===== src/rtl/uart_pkg.sv =====
// Shared UART definitions: the default byte width and the TX arbiter state encoding.
package uart_pkg;

    localparam int UART_DATA_WIDTH = 8;

    typedef enum logic {
        IDLE = 1'b0,
        XFER = 1'b1
    } arb_state_e;

endpackage


===== src/rtl/rr_pick.sv =====
// Combinational round-robin selector: one-hot winner found by searching upward from ptr+1
// with wrap-around.
module rr_pick #(
    parameter int NUM_REQ_P = 2,
    localparam int PTR_W = $clog2(NUM_REQ_P)
) (
    input  logic [NUM_REQ_P-1:0] req,
    input  logic [PTR_W-1:0]     ptr,
    output logic [NUM_REQ_P-1:0] winner,
    output logic                 found
);

    // The first pass covers indices above ptr, the second wraps around to 0..ptr.
    always_comb begin
        winner = '0;
        found  = 1'b0;
        for (int i = 0; i < NUM_REQ_P; i++) begin
            if (!found && req[i] && (i > int'(ptr))) begin
                winner[i] = 1'b1;
                found     = 1'b1;
            end
        end
        for (int i = 0; i < NUM_REQ_P; i++) begin
            if (!found && req[i] && (i <= int'(ptr))) begin
                winner[i] = 1'b1;
                found     = 1'b1;
            end
        end
    end

endmodule


===== src/rtl/uart_tx_arbiter.sv =====
// Packet-locked round-robin arbiter that shares one uart_tx byte stream between several sources.
// The owner keeps the grant until its last byte is accepted or it goes idle for TIMEOUT_P cycles.
module uart_tx_arbiter
    import uart_pkg::*;
#(
    parameter int DATA_WIDTH_P = UART_DATA_WIDTH,
    parameter int NUM_REQ_P    = 2,
    parameter int TIMEOUT_P    = 1024
) (
    input  logic                              clk_i,
    input  logic                              rst_i,
    input  logic [NUM_REQ_P-1:0]              req_valid_i,
    input  logic [NUM_REQ_P*DATA_WIDTH_P-1:0] req_data_i,
    input  logic [NUM_REQ_P-1:0]              req_last_i,
    output logic [NUM_REQ_P-1:0]              req_ready_o,
    output logic [DATA_WIDTH_P-1:0]           m_data_o,
    output logic                              m_valid_o,
    input  logic                              m_ready_i,
    output logic [NUM_REQ_P-1:0]              gnt_o,
    output logic                              busy_o,
    output logic                              timeout_o
);

    localparam int PTR_W = $clog2(NUM_REQ_P);
    localparam int CNT_W = $clog2(TIMEOUT_P + 1);
    localparam logic [CNT_W-1:0] CNT_LIMIT = CNT_W'(TIMEOUT_P - 1);

    arb_state_e              state_reg;
    logic [NUM_REQ_P-1:0]    gnt_reg;
    logic [PTR_W-1:0]        ptr_reg;
    logic [CNT_W-1:0]        idle_cnt_reg;
    logic                    timeout_reg;

    logic [NUM_REQ_P-1:0]    winner;
    logic                    found;
    logic [DATA_WIDTH_P-1:0] data_masked [NUM_REQ_P];
    logic [DATA_WIDTH_P-1:0] data_mux;
    logic [PTR_W-1:0]        owner_idx;
    logic                    owner_valid;
    logic                    owner_last;
    logic                    xfer_hs;

    rr_pick #(
        .NUM_REQ_P(NUM_REQ_P)
    ) u_rr_pick (
        .req    (req_valid_i),
        .ptr    (ptr_reg),
        .winner (winner),
        .found  (found)
    );

    // gnt_reg is non-zero only in XFER, so it alone steers the passthrough.
    // rst_i gates the handshake so no byte is taken in the reset cycle.
    generate
        for (genvar gi = 0; gi < NUM_REQ_P; gi++) begin : g_req
            assign data_masked[gi] = gnt_reg[gi] ? req_data_i[gi*DATA_WIDTH_P +: DATA_WIDTH_P] : '0;
            assign req_ready_o[gi] = gnt_reg[gi] & m_ready_i & ~rst_i;
        end
    endgenerate

    always_comb begin
        data_mux  = '0;
        owner_idx = '0;
        for (int i = 0; i < NUM_REQ_P; i++) begin
            data_mux = data_mux | data_masked[i];
            if (gnt_reg[i]) begin
                owner_idx = PTR_W'(i);
            end
        end
    end

    assign owner_valid = |(req_valid_i & gnt_reg);
    assign owner_last  = |(req_last_i & gnt_reg);
    assign m_valid_o   = owner_valid & ~rst_i;
    assign m_data_o    = rst_i ? '0 : data_mux;
    assign xfer_hs     = m_valid_o & m_ready_i;
    assign gnt_o       = gnt_reg;
    assign busy_o      = (state_reg == XFER);
    assign timeout_o   = timeout_reg;

    always_ff @(posedge clk_i) begin
        if (rst_i) begin
            state_reg    <= IDLE;
            gnt_reg      <= '0;
            ptr_reg      <= PTR_W'(NUM_REQ_P - 1);
            idle_cnt_reg <= '0;
            timeout_reg  <= 1'b0;
        end else begin
            timeout_reg <= 1'b0;
            case (state_reg)
                IDLE: begin
                    if (found) begin
                        state_reg    <= XFER;
                        gnt_reg      <= winner;
                        idle_cnt_reg <= '0;
                    end
                end
                XFER: begin
                    if (xfer_hs) begin
                        idle_cnt_reg <= '0;
                        if (owner_last) begin
                            state_reg <= IDLE;
                            gnt_reg   <= '0;
                            ptr_reg   <= owner_idx;
                        end
                    end else if (!owner_valid) begin
                        // A stalled-but-valid owner is backpressure and never counts as idle.
                        if (idle_cnt_reg >= CNT_LIMIT) begin
                            state_reg    <= IDLE;
                            gnt_reg      <= '0;
                            ptr_reg      <= owner_idx;
                            idle_cnt_reg <= '0;
                            timeout_reg  <= 1'b1;
                        end else begin
                            idle_cnt_reg <= idle_cnt_reg + CNT_W'(1);
                        end
                    end
                end
                default: begin
                    state_reg <= IDLE;
                    gnt_reg   <= '0;
                end
            endcase
        end
    end

endmodule


===== config.mk =====
export PLATFORM = sky130hd
export DESIGN_NAME = uart_tx_arbiter
export DESIGN_NICKNAME = d
export VERILOG_FILES = /design/src/rtl/uart_pkg.sv /design/src/rtl/rr_pick.sv /design/src/rtl/uart_tx_arbiter.sv
export SDC_FILE = /design/constraint.sdc
export NUM_CORES = 1
export LEC_CHECK = 0
export CORE_ASPECT_RATIO = 1.4
export CORE_MARGIN = 4
export CORE_UTILIZATION = 40
export CTS_CLUSTER_SIZE = 28
export DETAILED_ROUTE_END_ITERATION = 8
export GPL_ROUTABILITY_DRIVEN = 0
export HOLD_SLACK_MARGIN = 0.12
export PLACE_DENSITY_LB_ADDON = 0.1
export SLEW_MARGIN = 5
export SYNTH_ARGS = -nofsm -noshare
export SYNTH_HDL_FRONTEND = slang
export SYNTH_SLANG_ARGS = --single-unit

===== constraint.sdc =====
create_clock -name clk_i -period 2.8 [get_ports clk_i]
set_input_delay 0.42 -clock clk_i [delete_from_list [all_inputs] [get_ports clk_i]]
set_output_delay 0.42 -clock clk_i [all_outputs]
set_load 0.01 [all_outputs]

* Word level (Yosys, flattened, before mapping)
Index checks and enable logic that the tools add are counted.
Word-level totals: register bits after elaboration 16, input port bits 23
Cells by class: add/subtract/negate cells 1, $lt $le $gt $ge 3, eq/ne operators 6, multiplexer cells 31, bitwise logic cells 11, reduce and logical (&&, ||, !) cells 13
Operator list (count):
- $mux 11 | 4
- $mux 8 | 3
- $pmux 11 s2 | 1
- $mux 1 | 16
- $add 11x1->11 const B | 1
- $ge 11x10->1 const B | 1
- $mux 2 | 5
- $or 8x8->8 | 1
- $reduce_and 4->1 | 2
- $and 1x1->1 | 6
- $reduce_or 5->1 | 1
- $and 2x2->2 | 2
- $logic_and 1x1->1 | 4
- $ne 2x2->1 const B | 2
- $pmux 2 s2 | 1
- $reduce_or 2->1 | 2
- $ne 3x1->1 const B | 1
- $ne 3x2->1 const B | 1
- $ne 3x3->1 const B | 1
- $logic_not 1->1 | 2
- $ne 2x1->1 const B | 1
- $not 1->1 | 2
- $pmux 1 s2 | 1
- $reduce_and 2->1 | 1
- 3 further kinds | 3

* Longest topological paths before layout
Gate-level depths: netlist of run 1.
word-level depth 12, gate-level depth with buffers 6, depth with buffers taken out 5

* By module
From an unflattened synthesis of run 1, not the netlist that was laid out.
Unflattened totals: cell total of the unflattened synthesis 132, area total of the unflattened synthesis 1043.5 µm²
Modules (own cells, without submodules):
- uart_tx_arbiter | times used 1, cells each 128, area an instance 1018.5 µm², sequential area each 320.3 µm²
- rr_pick | times used 1, cells each 4, area an instance 25.0 µm², sequential area each 0.0 µm²

* Worst setup path after synthesis of run 1
OpenSTA, ideal clock, no wires.
path type register to register, start point register idle_cnt_reg[0], end point register gnt_reg[0], in the netlist gnt_o[0], library setup time 0.124 ns, arrival time 1.435 ns, required time 2.676 ns, path slack 1.241 ns, cell stages (with the launch flop) 6, buffers on the path 0, period minus slack after synthesis 1.559 ns, cells stage by stage dfxtp_1 ha_1 a21oi_1 o41a_4 a311oi_2 o21ai_1
Between the ends: longest elaborated chain between the ends 3
Ends and longest elaborated chain:
- start: declaration | line uart_tx_arbiter.sv:31 | logic [CNT_W-1:0] idle_cnt_reg;
- start signal: assignment | line uart_tx_arbiter.sv:115 | idle_cnt_reg <= idle_cnt_reg + CNT_W'(1);
- $ge 11x10->1 | line uart_tx_arbiter.sv:108 | if (idle_cnt_reg >= CNT_LIMIT) begin
- $ne 3x1->1 (no line)
- $reduce_and 4->1 (no line)
- end signal: assignment | line uart_tx_arbiter.sv:94 | gnt_reg <= winner;
- end: declaration | line uart_tx_arbiter.sv:29 | logic [NUM_REQ_P-1:0] gnt_reg;
Every way passes these cells. A chain may end at the register's enable or synchronous reset.

* Final worst setup path of run 1
start point input m_ready_i, end point output req_ready_o[1]
Between the ends: longest elaborated chain between the ends 2
Ends and longest elaborated chain:
- start: declaration | line uart_tx_arbiter.sv:18 | input logic m_ready_i,
- $and 1x1->1 (2 in series) | line uart_tx_arbiter.sv:57 | assign req_ready_o[gi] = gnt_reg[gi] & m_ready_i & ~rst_i;
- end: declaration | line uart_tx_arbiter.sv:15 | output logic [NUM_REQ_P-1:0] req_ready_o,
Every way passes these cells.

==> flow_summary.json, run 1 <==
{
  "powerDensity_nw_per_um2": 361,
  "postCtsSetupBuffers": 0,
  "cts_hold_buffers": 0,
  "grt_pass1_wl_mm": 4.93,
  "syn_avg_cell_area_um2": 8.02,
  "place.detailed.hpwl_mm": 2.23,
  "die_h_um": 67.9,
  "clkSlewWorstSetupHoldPaths_ns": 0.10,
  "ioPinCount": 38,
  "post_cts_resized": 0,
  "syn_nets": 152,
  "postPlaceCellArea_um2": 1410,
  "synth-seq-cells": 16,
  "fin_skew_ns": 0.00160,
  "initialDrtViolationCount": 32,
  "cp.required_ns": 2.38,
  "drt-total-wl_mm": 2.95,
  "htree_levels": 1,
  "slew_viol_final": 0,
  "clk_latency_ns": 0.29,
  "grtUsageTotal": 0.185,
  "p_comb_frac": 0.217,
  "antenna_cells": 0,
  "cts_root_buf": "clkbuf_4",
  "cp_cell_sequence": "clkdlybuf4s50_1, nor2b_1, and2_1, clkdlybuf4s50_1",
  "die_area_um2": 3450,
  "rows": 21,
  "max_cap_violations": 0,
  "swShare": 0.273,
  "largest_reg_flops": 11,
  "clockBufferDepth": 2,
  "cts_buffers": 3,
  "die_x_um": 50.8,
  "fmax_mhz": 417,
  "crit_buf_inv": 2,
  "cp_common_cell": "clkdlybuf4s50_1",
  "vias": 1145,
  "internal-power_mw": 0.378,
  "grt_max_degree": 24,
  "cts_tree": "yes",
  "worstPathArrival_ns": 1.98,
  "rsz0062_at_grt": "no",
  "synth_area_um2": 1030,
  "critPathTopFamily": "buffers and inverters",
  "endpoint_kind": "output port",
  "finalHoldViolations": 0,
  "area_growth_pct": 40.5,
  "portBuffers": 37,
  "first_pass_iters": 4,
  "setup_viol": 0,
  "min_period_over_period": 0.856,
  "leakage_nw": 0.492,
  "async_flop_share": 0,
  "synth_edf_count": 0,
  "wl_per_cell_um": 15.1,
  "fin_crit_ns": 2.40,
  "peakVddDrop_v": 0.000182,
  "synth_cell_types": 37,
  "synth-main-ff-cell": "dfxtp_1",
  "cp-start-kind": "input pin",
  "layout_common_cells": "clkdlybuf4s50_1, nor2_1, dfxtp_1",
  "hold_class": "register to register",
  "core_area_um2": 2420,
  "nNetsFinal": 187,
  "final_common_cell": "clkdlybuf4s50_1",
  "relSlewSlack": 0.662,
  "fin_tns_setup_ns": 0,
  "seq_area_frac_synth": 0.312,
  "antenna_found_initial": 0,
  "initial_core_util": 0.424,
  "ant_nets": 0,
  "path_class": "input pin to output port",
  "synthCells": 128,
  "cp_slowest_cell": "clkdlybuf4s50_1",
  "vias_per_cell": 5.84,
  "grt_remaining_overflow": 0,
  "final_layout_size_suffix_gt1_frac": 0.0679,
  "pwr-share-clk": 0.303,
  "grt_pass1_vias": 1173,
  "max_stage_delay_ns": 0.54,
  "status": "completed",
  "utilization": 0.596,
  "p_sw_mw": 0.142,
  "post-route-cell-area_um2": 1440,
  "synth_warnings": 0,
  "drcViolationCount": 0,
  "path_max_fanout": 4,
  "cts.sinks": 16,
  "seqPwrFrac": 0.480,
  "tightest_slew_ns": 0.507
}
-- metrics by stage --
stage,hold slack (ns),instances,power [mW],worst slack (ns)
4_1_cts,0.470,196,0.522,0.406
2_1_floorplan,0.432,128,0.303,1.24
6_report,0.467,196,0.520,0.404
5_1_grt,0.494,196,0.546,0.315
3_5_place_dp,0.452,192,0.367,0.416
3_3_place_gp,0.461,192,0.364,0.479
-- path summary, 6_finish.rpt --
| path | slack [ns] | cells after the start | endpoint | from |
|---|---|---|---|---|
| setup reg to reg | 0.91 | 5 | gnt_o[1]$_SDFFE_PP0P_ | idle_cnt_reg[0]$_SDFFE_PP0P_ |
| hold reg to reg | 0.47 | 2 | idle_cnt_reg[9]$_SDFFE_PP0P_ | idle_cnt_reg[9]$_SDFFE_PP0P_ |
| setup / recovery | 0.40 | 4 | req_ready_o[1] | m_ready_i |
| hold / removal | 0.47 | 2 | idle_cnt_reg[9]$_SDFFE_PP0P_ | idle_cnt_reg[9]$_SDFFE_PP0P_ |
-- tightest hold or removal path: cells and delay by family, from the launching register on --
family / cells / cell delay (ns)
AO/OA/AOI/OAI: 1 / 0.05
flip-flops: 1 / 0.32
buffers and inverters: 1 / 0.05
-- power groups by stage --
stage	Sequential [mW]	Combinational [mW]	Clock [mW]
finish	0.249	0.113	0.158
global placement	0.253	0.111	0
detailed placement	0.254	0.113	0
CTS	0.249	0.114	0.159
global route	0.251	0.124	0.171
floorplan	0.246	0.0575	0
-- cells in the mapped netlist (2+ instances only) --
library cell / n / share of area
dfxtp_1: 16 / 0.31
nor2_1: 16 / 0.059
a31oi_1: 13 / 0.079
a22oi_1: 9 / 0.066
nand2_1: 7 / 0.026
nand2b_1: 6 / 0.037
nand3_1: 6 / 0.029
a21oi_1: 5 / 0.024
clkbuf_1: 5 / 0.018
and2_1: 4 / 0.024
nand4b_1: 4 / 0.034
and3_1: 3 / 0.018
nand4_1: 3 / 0.018
a211oi_1: 2 / 0.015
a22o_1: 2 / 0.017
a41oi_1: 2 / 0.017
inv_1: 2 / 0.0073
nand3b_1: 2 / 0.015
nor3_1: 2 / 0.0098
o21ai_1: 2 / 0.0098
-- cell families (layout without fill, tap and decap cells) --
logic type	count (synthesis)	after routing	share of synthesized area
simple gates	60	60	0.328
compound gates	40	40	0.290
flops	16	16	0.312
buf+inv	10	44	0.0476
fa+ha+maj	1	1	0.0122
mux	1	1	0.00976
-- metal layers --
layer / global-route usage / up-vias / part of all wire
met2: 0.343 / 46 / 0.49
li1: - / 559 / -
met5: 0 / - / 0
met4: 0.101 / 0 / 0.016
met1: 0.166 / 535 / 0.39
met3: 0.0828 / 5 / 0.10
-- area by class of cell --
cell class | instances | area [um^2]
Sequential cell | 16 | 320
Multi-Input combinational cell | 102 | 657
Clock buffer | 4 | 36.3
Inverter | 2 | 7.51
Fill cell | 255 | 976
Timing Repair Buffer | 38 | 378
Tap cell | 34 | 42.5
No activity file was read; power rests on OpenSTA's default activity.
==> run 2, diff against run 1 <==
==> constraint.sdc (replaced) <==
create_clock -name clk_i -period 2.6 [get_ports clk_i]
set_input_delay 0.39 -clock clk_i [delete_from_list [all_inputs] [get_ports clk_i]]
set_output_delay 0.39 -clock clk_i [all_outputs]
set_load 0.01 [all_outputs]
==> flow_summary.json, run 2 (synthesized netlist as in run 1, its figures left out) <==
{
  "path_max_fanout": 4,
  "fill_cells": 232,
  "postPlaceCellArea_um2": 1410,
  "grt_remaining_overflow": 0,
  "dp.cells": 192,
  "vias": 1151,
  "cp-start-kind": "input pin",
  "die_x_um": 50.8,
  "post_cts_resized": 0,
  "hold-worst-slack_ns": 0.484,
  "cp.required_ns": 2.21,
  "portBuffers": 37,
  "postCtsSetupBuffers": 0,
  "grtUsageTotal": 0.168,
  "status": "completed",
  "final_layout_size_suffix_gt1_frac": 0.0679,
  "die_h_um": 67.9,
  "worstPathArrival_ns": 1.91,
  "drcViolationCount": 0,
  "rsz0062_at_grt": "no",
  "path_class": "input pin to output port",
  "wl_met1_mm": 1.09,
  "highest_layer": "met4",
  "drt-total-wl_mm": 2.79,
  "clockBufferDepth": 2,
  "dp_slack_ns": 0.328,
  "grt_pass1_vias": 1097,
  "finalNonFillerCells": 196,
  "peakVddDrop_v": 0.000269,
  "powerDensity_nw_per_um2": 389,
  "slew_viol_final": 0,
  "min_period_over_period": 0.885,
  "antenna_found_initial": 0,
  "endpoint_kind": "output port",
  "leakage_nw": 0.492,
  "layout_setup_ws_ns": 0.298,
  "initial_core_util": 0.424,
  "antenna_cells": 0,
  "clkSlewWorstSetupHoldPaths_ns": 0.10,
  "ant_nets": 0,
  "fin_tns_setup_ns": 0,
  "max_cap_violations": 0,
  "grt_max_degree": 24,
  "cts_tree": "yes",
  "final_common_cell": "clkdlybuf4s50_1",
  "setup_viol": 0,
  "cts_buffers": 3,
  "grt_pass1_wl_mm": 4.47,
  "cts_hold_buffers": 0,
  "relSlewSlack": 0.673,
  "post-route-cell-area_um2": 1440,
  "htree_levels": 1,
  "die_area_um2": 3450,
  "nNetsFinal": 187,
  "area_growth_pct": 40.5,
  "layout_common_cells": "clkdlybuf4s50_1, nor2_1, dfxtp_1",
  "fmax_mhz": 434,
  "rows": 21,
  "cts.sinks": 16,
  "finalHoldViolations": 0,
  "fin_crit_ns": 2.30,
  "ioPinCount": 38,
  "clk_latency_ns": 0.29,
  "fin_skew_ns": 0.00724,
  "hold_class": "register to register",
  "tightest_slew_ns": 0.489,
  "reg2reg_setup_slack_ns": 0.78,
  "place.detailed.hpwl_mm": 2.16,
  "first_pass_iters": 6,
  "largest_reg_flops": 11,
  "wl_per_cell_um": 14.2,
  "dr_wl_met2_mm": 1.39,
  "vias_per_cell": 5.87,
  "initialDrtViolationCount": 48,
  "cts_root_buf": "clkbuf_4",
  "wl_met3_um": 276,
  "core_area_um2": 2420
}
-- run 2: cell counts in the layout (fill, tap and decap cells not counted) --
Identical to the previous run, type by type.
-- run 2: critical path, stage by stage --
cell	delay (ns)
clkdlybuf4s50_1	0.54
nor2b_1	0.28
and2_1	0.17
clkdlybuf4s50_1	0.53
-- run 2: worst paths after layout --
| kind | startpoint | to | depth (start not counted) |
|---|---|---|---|
| max | m_ready_i | req_ready_o[1] | 4 |
| min | idle_cnt_reg[9]$_SDFFE_PP0P_ | idle_cnt_reg[9]$_SDFFE_PP0P_ | 2 |
| max reg2reg | idle_cnt_reg[0]$_SDFFE_PP0P_ | gnt_o[1]$_SDFFE_PP0P_ | 5 |
| min reg2reg | idle_cnt_reg[9]$_SDFFE_PP0P_ | idle_cnt_reg[9]$_SDFFE_PP0P_ | 2 |
-- run 2: layout make-up --
cell class | instances | area, um^2 | area share
tap | 34 | 42.5 | 0.0295
sequential | 16 | 320 | 0.222
timing repair buffer | 38 | 378 | 0.262
clock buffer | 4 | 36.3 | 0.0252
multi-input combinational | 102 | 657 | 0.456
inverter | 2 | 7.51 | 0.00521
-- run 2: power breakdown --
part           total, mW  internal [mW]  switching, mW
clock              0.172         0.0854         0.0866
combinational      0.121         0.0698         0.0508
sequential         0.267          0.251         0.0160
total              0.560          0.407          0.153
-- run 2: through the flow --
stage,power [mW],utilization
after floorplan,0.327,-
after global placement,0.392,0.581
after detailed placement,0.394,0.581
after CTS,0.563,0.596
after global routing,0.583,0.596
final,0.560,0.596
-- run 2: per-layer routing --
layer	GRT usage	up-vias
met5	0	-
met4	0.0707	0
met3	0.0675	6
met2	0.314	50
met1	0.163	534
li1	-	561
==> run 3, diff against run 2 <==
--- a/config.mk
+++ b/config.mk
@@ -12,7 +12,7 @@
 export DETAILED_ROUTE_END_ITERATION = 8
 export GPL_ROUTABILITY_DRIVEN = 0
 export HOLD_SLACK_MARGIN = 0.12
-export PLACE_DENSITY_LB_ADDON = 0.1
+export PLACE_DENSITY_LB_ADDON = 0.25
 export SLEW_MARGIN = 5
 export SYNTH_ARGS = -nofsm -noshare
 export SYNTH_HDL_FRONTEND = slang
==> flow_summary.json, run 3 (synthesized netlist as in run 1, its figures left out) <==
{
  "whs_path_depth": 2,
  "drt-total-wl_mm": 2.94,
  "post-route-cell-area_um2": 1440,
  "clockBufferDepth": 2,
  "post_cts_resized": 0,
  "nNetsFinal": 187,
  "die_x_um": 50.8,
  "cts_tree": "yes",
  "path_class": "input pin to output port",
  "slew_viol_final": 0,
  "r2r-end": "gnt_o[1]$_SDFFE_PP0P_",
  "initialDrtViolationCount": 32,
  "clk_latency_ns": 0.29,
  "grt_pass1_vias": 1172,
  "first_pass_iters": 7,
  "final_layout_size_suffix_gt1_frac": 0.0679,
  "reg2reg_setup_slack_ns": 0.79,
  "endpoint_kind": "output port",
  "path_max_fanout": 4,
  "final_common_cell": "clkdlybuf4s50_1",
  "finalNonFillerCells": 196,
  "cts_buffers": 3,
  "clkSlewWorstSetupHoldPaths_ns": 0.09,
  "core_area_um2": 2420,
  "antenna_found_initial": 0,
  "portBuffers": 37,
  "rows": 21,
  "grt_pass1_wl_mm": 4.95,
  "die_h_um": 67.9,
  "finalHoldViolations": 0,
  "dp_slack_ns": 0.326,
  "largest_reg_flops": 11,
  "min_period_over_period": 0.888,
  "ioPinCount": 38,
  "grt_max_degree": 24,
  "worstPathArrival_ns": 1.92,
  "fin_tns_setup_ns": 0,
  "rr_worst_depth": 5,
  "die_area_um2": 3450,
  "initial_core_util": 0.424,
  "max_cap_violations": 0,
  "fmax_mhz": 433,
  "rr_startpoint": "idle_cnt_reg[0]$_SDFFE_PP0P_",
  "vias_per_cell": 5.98,
  "grtUsageTotal": 0.189,
  "layout_common_cells": "clkdlybuf4s50_1, nor2_1, dfxtp_1",
  "tightest_slew_ns": 0.494,
  "cts_root_buf": "clkbuf_4",
  "ant_nets": 0,
  "relSlewSlack": 0.669,
  "wl_per_cell_um": 15.0,
  "cts.sinks": 16,
  "postPlaceCellArea_um2": 1410,
  "cts_hold_buffers": 0,
  "dp.cells": 192,
  "hold-worst-slack_ns": 0.480,
  "htree_levels": 1,
  "area_growth_pct": 40.5,
  "powerDensity_nw_per_um2": 387,
  "status": "completed",
  "rsz0062_at_grt": "no",
  "holdCritStartpoint": "idle_cnt_reg[9]$_SDFFE_PP0P_",
  "peakVddDrop_v": 0.000180,
  "drcViolationCount": 0,
  "leakage_nw": 0.492,
  "fin_crit_ns": 2.31,
  "grt_remaining_overflow": 0,
  "cp-start-kind": "input pin",
  "setup_viol": 0,
  "vias": 1173,
  "hold-path-endpoint": "idle_cnt_reg[9]$_SDFFE_PP0P_",
  "fin_skew_ns": 0.00234,
  "place.detailed.hpwl_mm": 2.30,
  "hold_class": "register to register",
  "postCtsSetupBuffers": 0,
  "cp.required_ns": 2.21,
  "layout_setup_ws_ns": 0.292,
  "antenna_cells": 0
}
-- run 3: worst max path at each step --
| stage | slack (ns) | to | from | cells after the start |
|---|---|---|---|---|
| after floorplan | 1.04 | gnt_o[0]$_SDFFE_PP0P_ | idle_cnt_reg[0]$_SDFFE_PP0P_ | 5 |
| after global placement | 0.34 | req_ready_o[1] | m_ready_i | 4 |
| after detailed placement | 0.33 | req_ready_o[1] | m_ready_i | 4 |
| after CTS | 0.32 | req_ready_o[0] | m_ready_i | 4 |
| after global routing | 0.18 | m_valid_o | gnt_o[1]$_SDFFE_PP0P_ | 3 |
| final | 0.29 | req_ready_o[1] | m_ready_i | 4 |
-- run 3: metal layers --
metal / track usage / routed length (um)
met5: 0 / 0
met4: 0.104 / 47
met3: 0.0763 / 276
met2: 0.343 / 1480
met1: 0.182 / 1140
-- run 3: final cells by class --
cell class / count / area, um^2
tap: 34 / 42.5
clock buffer: 4 / 36.3
timing repair buffer: 38 / 378
sequential: 16 / 320
multi-input combinational: 102 / 657
inverter: 2 / 7.51
fill: 217 / 976
-- run 3: report_power, final --
part | internal, mW | switching (mW) | leakage (nW) | total [mW]
Sequential | 0.251 | 0.0164 | 0.130 | 0.268
Clock | 0.0855 | 0.0833 | 0.0210 | 0.169
Combinational | 0.0699 | 0.0515 | 0.341 | 0.121
Total | 0.407 | 0.151 | 0.492 | 0.558
-- run 3: worst max-delay path, cell delays in order --
cell and delay [ns]:
clkdlybuf4s50_1 0.54, nor2b_1 0.29, and2_1 0.17, clkdlybuf4s50_1 0.53
-- run 3: through the flow --
stage,total power [mW],util
after global routing,0.590,0.596
after floorplan,0.327,-
after global placement,0.391,0.581
final,0.558,0.596
after CTS,0.562,0.596
after detailed placement,0.395,0.581
